### src/rtl/pc_gate_seq.sv
`default_nettype none
// +------------------------------------------------------------------------+
// | pc_gate_seq: gated pulse/low-period counter, internal or PPS gate.     |
// | Optional PC_GATE_SUBSAMPLE_EN: fractional internal gate extension.     |
// | Revision: 1.0                                                          |
// +------------------------------------------------------------------------+
module pc_gate_seq #(
  parameter int CNT_W = 16,
  parameter int ACC_W = 32
) (
  input  logic             ACLK,
  input  logic             ARESETn,
  input  logic             enable,
  input  logic             use_one_pps_in,
  input  logic [31:0]      clk_freq,
  input  logic [31:0]      clk_subsample,
  input  logic             one_pps_in,
  input  logic             pulse_in,
  input  logic             rd_ack,
  output logic [CNT_W-1:0] pulse_per_second,
  output logic [ACC_W-1:0] accum_low_period,
  output logic             ready_to_read,
  output logic             overrun,
  output logic             gate_active
);

  typedef enum logic [1:0] {
    IDLE  = 2'd0,
    ARM   = 2'd1,
    GATE  = 2'd2,
    LATCH = 2'd3
  } state_t;

  state_t           state;
  state_t           state_nxt;
  logic             pps_prev;
  logic             pulse_prev;
  logic             mode_prev;
  logic [CNT_W-1:0] edge_cnt;
  logic [ACC_W-1:0] low_cnt;
  logic [31:0]      gate_cnt;
  logic [31:0]      gate_last;
  logic [31:0]      base_last;
  logic             pps_rise;
  logic             pulse_rise;
  logic             mode_chg;
  logic             gate_end;
  logic             gate_start;
  logic             ext;

  assign pps_rise   = one_pps_in & ~pps_prev;
  assign pulse_rise = pulse_in & ~pulse_prev;
  assign mode_chg   = use_one_pps_in ^ mode_prev;
  assign gate_end   = use_one_pps_in ? pps_rise : (gate_cnt == gate_last);
  assign base_last  = (clk_freq == 32'd0) ? 32'd0 : clk_freq - 32'd1;

  always_comb begin
    state_nxt = state;
    if (!enable) begin
      state_nxt = IDLE;
    end else if (state != IDLE && mode_chg) begin
      state_nxt = ARM;
    end else begin
      case (state)
        IDLE:    state_nxt = ARM;
        ARM:     if (!use_one_pps_in || pps_rise) state_nxt = GATE;
        GATE:    if (gate_end) state_nxt = LATCH;
        LATCH:   state_nxt = GATE;
        default: state_nxt = IDLE;
      endcase
    end
  end

  // Entry into GATE from ARM or LATCH is where gate parameters are sampled.
  assign gate_start = (state_nxt == GATE) && (state != GATE);

`ifdef PC_GATE_SUBSAMPLE_EN
  logic [31:0] frac_acc;
  logic [32:0] frac_sum;

  // The first gate after ARM starts from a zero fraction.
  assign frac_sum = {1'b0, (state == LATCH) ? frac_acc : 32'd0} + {1'b0, clk_subsample};
  assign ext      = frac_sum[32] & ~use_one_pps_in;

  always_ff @(posedge ACLK) begin
    if (!ARESETn) begin
      frac_acc <= 32'd0;
    end else if (gate_start && !use_one_pps_in) begin
      frac_acc <= frac_sum[31:0];
    end else if (state == IDLE || state == ARM) begin
      frac_acc <= 32'd0;
    end
  end
`else
  logic [31:0] unused_subsample;
  assign unused_subsample = clk_subsample;
  assign ext              = 1'b0;
`endif

  always_ff @(posedge ACLK) begin
    if (!ARESETn) begin
      state            <= IDLE;
      gate_active      <= 1'b0;
      pps_prev         <= 1'b1;
      pulse_prev       <= 1'b1;
      mode_prev        <= 1'b0;
      edge_cnt         <= '0;
      low_cnt          <= '0;
      gate_cnt         <= 32'd0;
      gate_last        <= 32'd0;
      pulse_per_second <= '0;
      accum_low_period <= '0;
      ready_to_read    <= 1'b0;
      overrun          <= 1'b0;
    end else begin
      state       <= state_nxt;
      gate_active <= (state_nxt == GATE);
      pps_prev    <= one_pps_in;
      pulse_prev  <= pulse_in;
      mode_prev   <= use_one_pps_in;

      if (gate_start) begin
        gate_last <= base_last + {31'd0, ext};
      end

      if (state == GATE) begin
        gate_cnt <= gate_cnt + 32'd1;
        if (pulse_rise && edge_cnt != '1) edge_cnt <= edge_cnt + CNT_W'(1);
        if (!pulse_in && low_cnt != '1) low_cnt <= low_cnt + ACC_W'(1);
      end else begin
        gate_cnt <= 32'd0;
        edge_cnt <= '0;
        low_cnt  <= '0;
      end

      if (rd_ack) begin
        ready_to_read <= 1'b0;
        overrun       <= 1'b0;
      end

      // An abort (enable low or mode change) during LATCH also drops the result.
      if (state == LATCH && state_nxt == GATE) begin
        pulse_per_second <= edge_cnt;
        accum_low_period <= low_cnt;
        ready_to_read    <= 1'b1;
        overrun          <= ready_to_read & ~rd_ack;
      end
    end
  end

endmodule
`default_nettype wire
### config.mk
export PLATFORM = sky130hd
export DESIGN_NAME = pc_gate_seq
export DESIGN_NICKNAME = d
export VERILOG_FILES = /design/src/rtl/pc_gate_seq.sv
export SDC_FILE = /design/constraint.sdc
export NUM_CORES = 1
export LEC_CHECK = 0
export CORE_ASPECT_RATIO = 1.2
export CORE_MARGIN = 3
export CORE_UTILIZATION = 49
export CTS_CLUSTER_DIAMETER = 30
export DETAILED_ROUTE_END_ITERATION = 16
export HOLD_SLACK_MARGIN = 0.02
export PLACE_DENSITY = 0.85
export SLEW_MARGIN = 15
export SYNTH_ARGS = -nofsm -noshare
export SYNTH_HDL_FRONTEND = slang
export SYNTH_SLANG_ARGS = --single-unit
### constraint.sdc
create_clock -name ACLK -period 2.2 [get_ports ACLK]
set_input_delay 0.44 -clock ACLK [delete_from_list [all_inputs] [get_ports ACLK]]
set_output_delay 0.44 -clock ACLK [all_outputs]
set_load 0.01 [all_outputs]
# After elaboration in Yosys (flattened, before gate mapping)
# Cells that the tools add are included.
# word_totals
regBits,168
in_bits,71
out_inout_bits,51
wordCells,55
# classes
n_addsub,4
eq_ne,8
muxes,10
bitwise_logic,7
reduce_logical,13
# ops
op,n
"adder 32 x 1 -> 32 bit, second input constant",2
equality test 32 bit,1
logical NOT 32 bit,1
two-way mux 32 bit,1
"inequality test 32 bit, second input constant",1
"subtractor 32 x 1 -> 32 bit, second input constant",1
"adder 16 x 1 -> 16 bit, second input constant",1
"inequality test 16 bit, second input constant",1
two-way mux 2 bit,4
case mux 2 bit (4 select lines),1
"equality test 2 bit, second input constant",3
logical AND 1 bit,5
two-way mux 1 bit,4
nonzero test 2 bit,2
bitwise AND 1 bit,3
inverter 1 bit,3
"equality test 2 x 1 -> 1 bit, second input constant",1
logical NOT 1 bit,2
logical NOT 2 bit,1
"inequality test 2 bit, second input constant",1
AND reduction 2 bit,1
logical OR 1 bit,1
XOR 1 bit,1

# Depth between registers and ports, before layout
# logic_depth
depth_word,10
depth_mapped,8

# Worst setup path after synthesis
# OpenSTA, ideal clock, no wires.
# synth_timing
path_kind,in2reg
from,input port clk_freq[20]
to,register gate_last[8]
arrival_time_ps,2194
required_ps,2085
setup_slack_ps,-109
path_stages,7
path_buffers,2
cell_sequence,or4_4 or2_1 buf_6 or4b_4 nand2_4 buf_12 o21ai_2
# synth_between
elab_chain_cells,2
# synth_lines
element,line_no,text
"start, declared",15,"input logic [31:0] clk_freq,"
logical NOT 32 bit,55,assign base_last = (clk_freq == 32'd0) ? 32'd0 : clk_freq - 32'd1;
two-way mux 32 bit,55,
"end signal, assigned",123,"gate_last <= base_last + {31'd0, ext};"
"end, declared",42,logic [31:0] gate_last;
# No other way between the ends.
# A chain may end at the register's enable or synchronous reset.

# Worst setup path in the final report
# layout_timing
from,input port clk_freq[17]
to,register gate_last[29]
# layout_between
elab_chain_cells,2
word_cells_on_any_way,3
classes_between,add/sub (1); mux (1); reduce/logical (1)
# layout_lines
element,line_no
subtractor 32 x 1 -> 32 bit / logical NOT 32 bit (equally long branches),55
two-way mux 32 bit (*),55
# Every way passes the cells marked *; elsewhere a longest branch is shown, timed or not.

==> impl_results.md <==
- Internal Dissipation: 4.849 mW
- Port bufs: 89
- Final core utilization: 0.6596
- Sum of net half-perimeters after detailed placement: between 10000 and 15000 microns
- Share of synthesized registers carrying an async set or reset: 0
- Vias in the first global route: about 7000
- Root buf cell: sky130_fd_sc_hd__clkbuf_16
- Number of max-capacitance violations reported: 0
- Skew final: between 0.009 and 0.01 ns
- Via count normalized by instance count: between 5 and 6
- Wire length reported by the detailed router: 19130 microns
- Crit start category: input pin
- Max Slew Vio Count: 0
- Max-slew headroom: 0.5455
- Worst hold margin: between 0.4 and 0.5 ns
- Arrival time of data at the critical path endpoint: between 2 and 2.5 ns
- Synth warn: 0
- Gate Count Post-Synth: around 940
- Status: complete, no violations
- WL/cell: around 14 microns
- Count of hold buffers inserted by post-cts repair: 0
- Starting utilization of the core area: 0.5040
- Total core area: between 0.015 and 0.02 sq mm
- Antenna diode instance count: 0
- Largest net degree at the start of global routing: 51
- Last weighted congestion value of the routability-driven placer: a little under 0.9
- Number of core rows: 50
- Leftover overflow at the end of global routing: 0
- Largest family of logic cells by synthesized area: simple AND/OR/NAND/NOR gates
- Fillcell total: about 1200
- Synth Area in Adders: 0.006299
- Worst EP required: ~2.5 ns
- Fraction of power spent switching nets: 0.2252
- Sequential fraction of design power: 0.491
- Tcrit/Tclk final: 0.9815
- Final standard cell area without fillers: between 0.01 and 0.015 sq mm
- Clock Latency Late Sink: roughly 0.42 ns
- Hold Violations, Final: 0
- Yosys reg bits: 168
- Remaining DRCs: 0
- Number of top-level pins: 122
- Clock Pin Slew Worst Setup and Hold Paths: 0.07 ns
- Number of clock sinks: about 170
- Min Tclk post-route: about 2.2 ns
- Share of post-route cells with drive strength above 1: 0.1640
- Slew at the pin closest to its max-slew limit: 0.6755 ns
- Worst setup path category: in -> reg
- Ratio of total power to cell area: roughly 600 mW/mm^2
- DRC marker count from the first detailed-route iteration: about 480
- Part of the total power dissipated in combinational logic: 0.055
- Post-placement cell area: 0.009679 sq mm
- Floorplan die width: about 120 microns
- Setup crit end kind: flop
- Synthesized net count: a little over 1000
- Fraction of the mapped netlist area in compound gates: 0.1479
- Post-route setup TNS: 0 ns
- Part of the power in the clock network: 0.454
- First-pass GRT wire length: between 30000 and 40000 microns
- Final total power: 6.258 mW
- Most frequently used cell type in the post-synthesis netlist: sky130_fd_sc_hd__dfxtp_1
- Area share of xor/xnor cells in the synthesized design: 0.1135
- Largest cells by area after synthesis: sky130_fd_sc_hd__dfxtp_1, sky130_fd_sc_hd__nand2_1, sky130_fd_sc_hd__xnor2_1, sky130_fd_sc_hd__a21boi_0, sky130_fd_sc_hd__xor2_1
- Vias: between 7000 and 8000
- Post-synthesis cell type count: between 50 and 60
- Post-synth top flop: sky130_fd_sc_hd__dfxtp_1
- EDFF count, synth: 0
- Cts bufs inserted: 17
- Most numerous cell types in the synthesized netlist: sky130_fd_sc_hd__dfxtp_1, sky130_fd_sc_hd__nand2_1, sky130_fd_sc_hd__nor2_1
- Multiplexer area fraction after synthesis: 0.006299
- Max Buffers Root-to-Sink: 2
- Sequential area share after synthesis: 0.4233
- Number of failing setup endpoints in the final timing report: 0
- DR pass1 iterations: 5
- Share of synthesized cell area in and, or, nand and nor gates: 0.2718
- Die Outline Area: 0.01778 sq mm
- Static leakage power: ~3.5 nW
- GRT Util Overall: 0.2160
- Setup repair after global routing missed its margin: true
- Peak fanout along the critical path: 3
- CTS tree: built
- Area Overhead vs Synth: 30.88%
- Post-synthesis instance area: 0.007945 sq mm
- Area share of the largest cell type after synthesis: 0.4233
- Number of nets in the layout: between 1000 and 1500
- Switching power summed over all nets: 1.409 mW
- Max frequency: between 0.4 and 0.5 GHz
- Post-synthesis area per instance: about 8.5 sq um
- Initial antenna violation count: 0
- Overall die height: about 150 microns
- Antenna violation net count after detailed routing: 0
- Total number of H-tree levels: 4
- VDD IR-drop max: about 0.00067 V
- Class of the tightest hold or removal check: in -> reg
- Cell taking the most area after synthesis: sky130_fd_sc_hd__dfxtp_1
-- power by group through the flow --
stage                     logic [mW]  clock network [mW]  registers, mW
after floorplan                0.141                   0           3.14
after global placement         0.328                   0           3.14
after detailed placement       0.336                   0           3.14
after CTS                      0.342                2.86           3.07
after global routing           0.372                3.00           3.08
final                          0.345                2.84           3.07
-- critical path: stages --
cell	delay, ns
sky130_fd_sc_hd__dlygate4sd2_1	0.24
sky130_fd_sc_hd__or4_4	0.55
sky130_fd_sc_hd__or4_4	0.54
sky130_fd_sc_hd__or3_4	0.41
sky130_fd_sc_hd__a32oi_2	0.19
sky130_fd_sc_hd__o31ai_1	0.10
-- repair_timing --
| action | 4_1_cts | 5_1_grt |
|---|---|---|
| cloned | 2 | 0 |
| setup endpoints to repair | 22 | 29 |
| buffers inserted | 9 | 0 |
| resized for setup | 11 | 6 |
| pin swaps | 8 | 4 |
-- state kept, by name, indices dropped and copies added, names as in the netlist --
| signal | cells |
|---|---|
| ready_to_read | 1 |
| overrun | 1 |
| pulse_prev | 1 |
| gate_cnt | 32 |
| gate_active | 1 |
| state | 2 |
| pulse_per_second | 16 |
| mode_prev | 1 |
| pps_prev | 1 |
| gate_last | 32 |
| edge_cnt | 16 |
| accum_low_period | 32 |
| low_cnt | 32 |
-- routing by layer --
metal | share of wire | GRT usage
met5 | 0 | 0
met4 | 0.029 | 0.08347
met3 | 0.039 | 0.04199
met2 | 0.52 | 0.3953
met1 | 0.41 | 0.2425
-- final cells by class --
cell class              count  area, sq um  share of cell area
well taps                 208        260.3             0.02503
multi-input cells         716         4403              0.4234
repair buffers            194         1785              0.1717
clock buffers              19        442.9             0.04259
clock inverters            13        121.4             0.01167
inverters                   6        22.52            0.002166
flip-flops and latches    168         3363              0.3234
-- final timing paths --
check	from	endpoint	slack, ns	depth (start not counted)
max	clk_freq[17]	gate_last[29]	0.04	6
min reg2reg	accum_low_period[7]	accum_low_period[7]	0.46	2
min	ARESETn	gate_last[24]	0.43	3
max reg2reg	low_cnt[4]	low_cnt[19]	0.19	6
-- cell families after synthesis --
group	Yosys count
xor gates and xnor gates	103
and+or+nand+nor	435
muxes	5
buffers and inverters	54
AOI/OAI and AO/OA	168
adders and majority gates	4
DFF	168
-- metrics by stage --
step | instances | setup WS [ns]
floorplan | 937 | -0.1092
global placement | 1281 | -0.5748
detailed placement | 1281 | -0.5783
CTS | 1324 | 0.01507
global route | 1324 | 0.001659
finish | 1324 | 0.04065
-- layout by cell type (no fill, tap or decap), types with 20 or more instances in the layout --
cell type                         instances
sky130_fd_sc_hd__buf_4                   95
sky130_fd_sc_hd__nand4_1                 27
sky130_fd_sc_hd__o21ai_2                 20
sky130_fd_sc_hd__nor3_1                  25
sky130_fd_sc_hd__a21boi_0                55
sky130_fd_sc_hd__a21oi_1                 23
sky130_fd_sc_hd__nand2_1                166
sky130_fd_sc_hd__or3_1                   20
sky130_fd_sc_hd__nand3_1                 33
sky130_fd_sc_hd__o21ai_0                 26
sky130_fd_sc_hd__nor2_1                  71
sky130_fd_sc_hd__xnor2_1                 62
sky130_fd_sc_hd__xor2_1                  41
sky130_fd_sc_hd__dfxtp_1                168
sky130_fd_sc_hd__clkdlybuf4s50_1         81
(Power assumes the default switching activity.)
